`src/rtl/viterbi_bist_gen_if.sv`:
```
// Symbol / decoded-bit link between the BIST generator (master) and a Viterbi decoder (slave).
interface viterbi_bist_gen_if;
    logic       sym_valid;
    logic       sym_ready;
    logic [1:0] sym;
    logic       force_state0;
    logic       dec_valid;
    logic       dec_bit;

    modport master (output sym_valid, sym, force_state0, input  sym_ready, dec_valid, dec_bit);
    modport slave  (input  sym_valid, sym, force_state0, output sym_ready, dec_valid, dec_bit);
endinterface

```
`src/rtl/viterbi_bist_gen.sv`:
```
// PRBS -> convolutional encoder -> decoder stimulus, with a reference FIFO checking decoded bits.
// Optional VBIST_LATENCY_MON_EN adds lat_first (first handshake to first dec_valid, in cycles).
module viterbi_bist_gen #(
    parameter int          K         = 3,
    parameter logic [7:0]  G0_OCT    = 8'o07,
    parameter logic [7:0]  G1_OCT    = 8'o05,
    parameter int          REF_DEPTH = 64,
    parameter int          TIMEOUT   = 4096,
    parameter logic [15:0] SEED      = 16'hACE1
) (
    input  logic        clk,
    input  logic        rst,
    input  logic        start,
    input  logic [15:0] num_bits,
    input  logic [7:0]  err_period,
    output logic        busy,
    output logic        done,
    output logic        pass,
    output logic        timeout,
    output logic [15:0] bit_count,
    output logic [15:0] err_count,
`ifdef VBIST_LATENCY_MON_EN
    output logic [15:0] lat_first,
`endif
    viterbi_bist_gen_if.master link
);
    localparam int M  = K - 1;
    localparam int AW = $clog2(REF_DEPTH);
    localparam int CW = AW + 1;
    localparam int WW = $clog2(TIMEOUT + 1);
    localparam logic [K-1:0]  G0      = G0_OCT[K-1:0];
    localparam logic [K-1:0]  G1      = G1_OCT[K-1:0];
    localparam logic [CW-1:0] DEPTH_C = CW'(REF_DEPTH);
    localparam logic [WW-1:0] WD_LIM  = WW'(TIMEOUT);

    typedef enum logic [1:0] {S_IDLE, S_SEND, S_DRAIN, S_DONE} state_t;

    state_t          state_q, state_n;
    logic [15:0]     nb_q, nb_n, prbs_q, prbs_n;
    logic [7:0]      per_q, per_n, pcnt_q, pcnt_n;
    logic [M-1:0]    enc_q, enc_n;
    logic [16:0]     idx_q, idx_n, total_q;
    logic [1:0]      sym_q, sym_d;
    logic            vld_q, vld_d;
    logic [WW-1:0]   wd_q, wd_n;
    logic            to_set;
    logic [REF_DEPTH-1:0] mem_q;
    logic [AW-1:0]   wp_q, rp_q;
    logic [CW-1:0]   cnt_q, cnt_n;
    logic            clr, hs, pop, chk, mism, u_cur, u_n, inj_n;
    logic [K-1:0]    reg_cur, reg_n;

    assign clr     = (state_q == S_IDLE) && start;
    assign hs      = vld_q && link.sym_ready;
    assign total_q = {1'b0, nb_q} + 17'(M);
    assign u_cur   = (idx_q < {1'b0, nb_q}) ? prbs_q[0] : 1'b0;
    assign reg_cur = {u_cur, enc_q};

    assign chk  = link.dec_valid && (state_q != S_IDLE) && (bit_count < nb_q);
    assign pop  = chk && (cnt_q != '0);
    assign mism = chk && ((cnt_q == '0) || (mem_q[rp_q] != link.dec_bit));

    assign busy              = (state_q != S_IDLE);
    assign link.force_state0 = busy;
    assign link.sym          = sym_q;
    assign link.sym_valid    = vld_q;

    always_comb begin
        state_n = state_q;
        prbs_n  = prbs_q;
        enc_n   = enc_q;
        idx_n   = idx_q;
        pcnt_n  = pcnt_q;
        wd_n    = wd_q;
        to_set  = 1'b0;
        case (state_q)
            S_IDLE: if (start) begin
                prbs_n  = SEED;
                enc_n   = '0;
                idx_n   = '0;
                pcnt_n  = 8'd1;
                state_n = (num_bits == 16'd0) ? S_DONE : S_SEND;
            end
            S_SEND: begin
                wd_n = '0;
                if (hs) begin
                    prbs_n = {prbs_q[0] ^ prbs_q[2] ^ prbs_q[3] ^ prbs_q[5], prbs_q[15:1]};
                    enc_n  = reg_cur[K-1:1];
                    idx_n  = idx_q + 17'd1;
                    pcnt_n = (pcnt_q == per_q) ? 8'd1 : pcnt_q + 8'd1;
                    if (idx_n == total_q) state_n = S_DRAIN;
                end
            end
            S_DRAIN: begin
                if (bit_count == nb_q) state_n = S_DONE;
                else if (link.dec_valid) wd_n = '0;
                else begin
                    wd_n = wd_q + 1'b1;
                    if (wd_n == WD_LIM) begin
                        to_set  = 1'b1;
                        state_n = S_DONE;
                    end
                end
            end
            S_DONE:  state_n = S_IDLE;
            default: state_n = S_IDLE;
        endcase
    end

    // The presented symbol is always the encoding of the *next* register contents, so it
    // only changes when those registers do, i.e. on a handshake or at run start.
    assign nb_n  = clr ? num_bits : nb_q;
    assign per_n = clr ? err_period : per_q;
    assign cnt_n = clr ? '0 : cnt_q + CW'(hs) - CW'(pop);
    assign u_n   = (idx_n < {1'b0, nb_n}) ? prbs_n[0] : 1'b0;
    assign reg_n = {u_n, enc_n};
    assign inj_n = (per_n != 8'd0) && (pcnt_n == per_n);
    assign sym_d = {^(reg_n & G0), ^(reg_n & G1) ^ inj_n};
    assign vld_d = (state_n == S_SEND) && (cnt_n < DEPTH_C);

    always_ff @(posedge clk or posedge rst) begin
        if (rst) begin
            state_q   <= S_IDLE;
            nb_q      <= '0;
            per_q     <= '0;
            prbs_q    <= SEED;
            enc_q     <= '0;
            idx_q     <= '0;
            pcnt_q    <= '0;
            sym_q     <= '0;
            vld_q     <= 1'b0;
            wd_q      <= '0;
            mem_q     <= '0;
            wp_q      <= '0;
            rp_q      <= '0;
            cnt_q     <= '0;
            done      <= 1'b0;
            pass      <= 1'b0;
            timeout   <= 1'b0;
            bit_count <= '0;
            err_count <= '0;
        end else begin
            state_q <= state_n;
            nb_q    <= nb_n;
            per_q   <= per_n;
            prbs_q  <= prbs_n;
            enc_q   <= enc_n;
            idx_q   <= idx_n;
            pcnt_q  <= pcnt_n;
            sym_q   <= sym_d;
            vld_q   <= vld_d;
            wd_q    <= wd_n;
            cnt_q   <= cnt_n;
            done    <= (state_q == S_DONE);
            if (hs) mem_q[wp_q] <= u_cur;
            if (clr) begin
                wp_q      <= '0;
                rp_q      <= '0;
                bit_count <= '0;
                err_count <= '0;
                pass      <= 1'b0;
                timeout   <= 1'b0;
            end else begin
                if (hs)  wp_q <= wp_q + 1'b1;
                if (pop) rp_q <= rp_q + 1'b1;
                if (chk) bit_count <= bit_count + 16'd1;
                if (mism && (err_count != 16'hFFFF)) err_count <= err_count + 16'd1;
                if (to_set) timeout <= 1'b1;
                if (state_q == S_DONE)
                    pass <= (bit_count == nb_q) && (err_count == 16'd0) && !timeout;
            end
        end
    end

`ifdef VBIST_LATENCY_MON_EN
    logic lat_arm_q, lat_got_q;

    always_ff @(posedge clk or posedge rst) begin
        if (rst) begin
            lat_first <= '0;
            lat_arm_q <= 1'b0;
            lat_got_q <= 1'b0;
        end else if (clr) begin
            lat_first <= '0;
            lat_arm_q <= 1'b0;
            lat_got_q <= 1'b0;
        end else if (!lat_got_q && (lat_arm_q || hs)) begin
            lat_arm_q <= 1'b1;
            if (link.dec_valid)           lat_got_q <= 1'b1;
            else if (lat_first != 16'hFFFF) lat_first <= lat_first + 16'd1;
        end
    end
`endif
endmodule
```
`src/flat_wrapper.sv`:
```
// flat-port wrapper written by rule: the top's interface ports become plain ports
module viterbi_bist_gen_flat 
#(
    parameter int          K         = 3,
    parameter logic [7:0]  G0_OCT    = 8'o07,
    parameter logic [7:0]  G1_OCT    = 8'o05,
    parameter int          REF_DEPTH = 64,
    parameter int          TIMEOUT   = 4096,
    parameter logic [15:0] SEED      = 16'hACE1
)
  (clk, rst, start, num_bits, err_period, busy, done, pass, timeout, bit_count, err_count, link_sym_valid, link_sym, link_force_state0, link_sym_ready, link_dec_valid, link_dec_bit);
  viterbi_bist_gen_if link_i ();
  input  logic clk;
  input  logic rst;
  input  logic start;
  input  logic [15:0] num_bits;
  input  logic [7:0] err_period;
  output logic busy;
  output logic done;
  output logic pass;
  output logic timeout;
  output logic [15:0] bit_count;
  output logic [15:0] err_count;
  output wire logic [$bits(link_i.sym_valid)-1:0] link_sym_valid;
  output wire logic [$bits(link_i.sym)-1:0] link_sym;
  output wire logic [$bits(link_i.force_state0)-1:0] link_force_state0;
  input wire logic [$bits(link_i.sym_ready)-1:0] link_sym_ready;
  input wire logic [$bits(link_i.dec_valid)-1:0] link_dec_valid;
  input wire logic [$bits(link_i.dec_bit)-1:0] link_dec_bit;
  assign link_sym_valid = link_i.sym_valid;
  assign link_sym = link_i.sym;
  assign link_force_state0 = link_i.force_state0;
  assign link_i.sym_ready = link_sym_ready;
  assign link_i.dec_valid = link_dec_valid;
  assign link_i.dec_bit = link_dec_bit;
  viterbi_bist_gen #(.K(K), .G0_OCT(G0_OCT), .G1_OCT(G1_OCT), .REF_DEPTH(REF_DEPTH), .TIMEOUT(TIMEOUT), .SEED(SEED)) u_core (.clk(clk), .rst(rst), .start(start), .num_bits(num_bits), .err_period(err_period), .busy(busy), .done(done), .pass(pass), .timeout(timeout), .bit_count(bit_count), .err_count(err_count), .link(link_i));
endmodule
```
`config.mk`:
```
export PLATFORM = sky130hd
export DESIGN_NAME = viterbi_bist_gen_flat
export DESIGN_NICKNAME = d
export VERILOG_FILES = /design/src/rtl/viterbi_bist_gen_if.sv /design/src/rtl/viterbi_bist_gen.sv /design/src/flat_wrapper.sv
export SDC_FILE = /design/constraint.sdc
export NUM_CORES = 1
export LEC_CHECK = 0
export ABC_CLOCK_PERIOD_IN_PS = 15100
export CAP_MARGIN = 0
export CORE_ASPECT_RATIO = 2
export CORE_MARGIN = 10
export CORE_UTILIZATION = 65
export CTS_BUF_LIST = sky130_fd_sc_hd__clkbuf_8
export DETAILED_ROUTE_END_ITERATION = 10
export PLACE_DENSITY = 0.86
export SLEW_MARGIN = 5
export SYNTH_ARGS = -nofsm -noshare
export SYNTH_HDL_FRONTEND = slang
export SYNTH_SLANG_ARGS = --single-unit
```
`constraint.sdc`:
```
create_clock -name clk -period 15.1 [get_ports clk]
set_input_delay 3.02 -clock clk [delete_from_list [all_inputs] [get_ports clk]]
set_output_delay 3.02 -clock clk [all_outputs]
set_load 0.01 [all_outputs]
```
==> run summary <==
Fin crit share - 44.22%
Worst-Margin Slew - 1.079 ns
Post-synthesis sequential area ratio - 41.26%
Dpl ws - 7.966 ns
Clock skew - 0.03363 ns
H-Tree Level Count - 1
Clock transition at path regs - 0.07 ns
Layout net count - 1444
Slew HR - 27.46%
Sequential share of power - 37.3%
Placeable core area - 18740 um^2
Vias in the first global route - 10830
Min-delay src - u_core.prbs_q[7]$_DFFE_PP1P_
Hold Path Cell Cnt - 2
Hold slack - 0.4841 ns
# Max-Cap Violations - 0
Reg2reg setup slack - 10.49 ns
Switching share of power - 41.56%
Internal Power - 1281 uW
# setup viols final - 0
Die area - 25220 um^2
RSZ-0062 raised after global routing - no
Total gr overflow - 0
Worst-skew pair later-pin latency - 0.62 ns
Multi-input gate area - 6760 um^2
Wirelength per Cell - 20.70 um
Setup_tns - 0 ns
RD Place Congestion - 0.9319
EDFF count, synth - 0
First-pass GRT wire length - 55060 um
Worst Setup Slack, final - 8.422 ns
Synth area leaders - dfrtp_1 40%, ha_1 6.6%, mux2_2 6.3%
Critical path launch point type - input port
IO Port Bufs - 69
Synth top area share - 39.56%
Commonest register cell after synthesis - dfrtp_1
Die Width - 117.4 um
Top cell type by total area after synthesis - dfrtp_1
Clk sinks - 203
Power share of the combinational group - 42.0%
Clock Power Share - 20.7%
Power Total - 2192 uW
Initial antenna violation count - 0
Synthesis Warnings - 0
Layout area overhead - 11.85%
Vias/cell - 6.453
Peak supply drop - 108.1 uV
P_leak - 0.006238 uW
Hold endpoint - u_core.prbs_q[7]$_DFFE_PP1P_
Initial Util - 65.81%
Drt initial violations - 874
Min Tclk post-route - 6.678 ns
Worst Reg-to-Reg Cells - 19
Fraction of layout cells with a size suffix above 1 - 12.69%
Syn Nets - 1393
ANT cells - 0
Gr usage total - 26.36%
Reg-to-reg endpoint - u_core.link.sym_valid$_DFF_PP0_
TritonCTS clock tree - built
DIE HEIGHT - 214.8 um
# Post-CTS Setup Buffers - 0
WP data arrival - 7.20 ns
Cells after synthesis - 1297
Worst Path Class, Setup - in2reg
Max Slew Vio Count - 0
CTS buffer count - 29
Most frequent cell after synthesis - dfrtp_1
Hpwl dp - 23970 um
Data required, critical path - 15.62 ns
Netlist Area Pre-Place - 12340 um^2
Syn Area/Cell - 9.511 um^2
Post-synth top cells - 195 x dfrtp_1, 133 x nor2_1, 123 x nand2_1
DRC viols - 0
Number of vias in the routed layout - 10490
FILL cells - 1365
Flops & latches, synth - 203
Switching pwr - 911.1 uW
Hold WC Path Type - reg2reg
Final ANT Viol Nets - 0
I/O pin cnt - 70
Count of final hold-check violations - 0
Rows - 71
Synth cell types - 73
Ys async rst share - 100.0%
FF-to-FF Start - u_core.nb_q[15]$_DFF_PP0_
Status - finished, final reports clean
CP endpoint kind - flop
1st-pass router iterations - 9
CP max FO - 48
Clock root buffer - clkbuf_8
Routed WL - 33670 um
Area taken by flip-flops and latches - 5090 um^2
Max clock buf depth - 3
Post-CTS sizing - 0
Max frequency - 0.1497 GHz
Cts hold-fix bufs - 0
Pin count of the biggest net entering global routing - 132
Power Density - 158.9 nW/um^2
-- cell families (layout without fill, tap and decap cells) --
group,after synthesis,count (layout),synth area share (%)
xor+xnor,79,79,5.609
compound gates,238,238,12.38
mux,102,102,10.60
simple gates,483,483,19.23
fa+ha+maj,66,66,6.755
flops,203,203,41.26
buf+inv,126,200,4.159
-- power by group through the flow --
stage               combinational, uW  clock [uW]  sequential [uW]
floorplan                         685           0              767
detailed placement                901           0              818
CTS                               910         459              810
finish                            921         454              817
global route                     1020         486              829
global placement                  866           0              811
-- layer usage --
layer  up-vias  routed length, um  share of wire (%)  track usage [%]
met1      5107              11530                 34            26.34
met2       497              17880                 53            48.00
met5         -                  0                  0                0
met4         0               2283                6.8            18.16
li1       4718                  -                  -                -
met3       171               1970                5.9            4.831
-- flip-flops by register name, indices dropped and copies added, names as in the netlist, 6 cells and up --
signal and flops:
u_core.mem_q 64, u_core.idx_q 17, u_core.bit_count 16, u_core.err_count 16, u_core.nb_q 16, u_core.prbs_q 16, u_core.wd_q 13, u_core.pcnt_q 8
u_core.per_q 8, u_core.cnt_q 7, u_core.rp_q 6, u_core.wp_q 6
-- worst max-delay path by stage --
stage,startpoint,to,slack (ns),cells past startpoint
6_report,start,u_core.link.sym[1]$_DFF_PP0_,8.42,13
5_1_grt,start,u_core.link.sym[1]$_DFF_PP0_,8.35,13
4_1_cts,start,u_core.link.sym[1]$_DFF_PP0_,8.55,13
3_5_place_dp,start,u_core.link.sym[1]$_DFF_PP0_,7.97,13
3_3_place_gp,start,u_core.link.sym[0]$_DFF_PP0_,8.14,13
2_1_floorplan,rst,u_core.bit_count[0]$_DFFE_PP0P_,6.55,1
-- layout by cell type (no fill, tap or decap), types with 19 or more instances in the layout --
cell / count
xor2_1: 21
nand3_1: 52
or3_1: 19
nand2_1: 123
clkdlybuf4s50_1: 69
inv_1: 72
dfrtp_1: 195
mux2_2: 69
xnor2_1: 58
clkbuf_8: 35
nor3_1: 20
ha_1: 65
nor2_1: 133
a21oi_1: 62
nand4_1: 33
o21ai_0: 58
o31ai_1: 20
-- per-stage QoR --
step / util [%] / instance area, um^2 / std cells
after floorplan: - / 12340 / 1297
after global placement: 70.39 / 13190 / 1572
after detailed placement: 70.39 / 13190 / 1572
after CTS: 73.61 / 13800 / 1626
after global routing: 73.61 / 13800 / 1626
final: 73.61 / 13800 / 1626
-- critical path, cell delays in order --
cell and delay [ns]:
clkdlybuf4s50_1 0.64, nor3b_4 0.27, buf_4 0.50, buf_4 0.46
nor2_1 0.09, a21oi_1 0.21, ha_1 0.29, a21o_1 0.17
a211oi_1 0.58, o211ai_1 0.18, a211o_1 0.31, xnor2_1 0.25
xor2_1 0.19
-- layout make-up --
class | count | share of cell area [%]
clock buffers | 35 | 3.491
clock inverters | 19 | 0.8797
inverters | 67 | 1.877
multi-input cells | 968 | 49.00
flip-flops and latches | 203 | 36.89
well taps | 255 | 2.313
repair buffers | 79 | 5.550
Power figures use the tool's default switching activity.
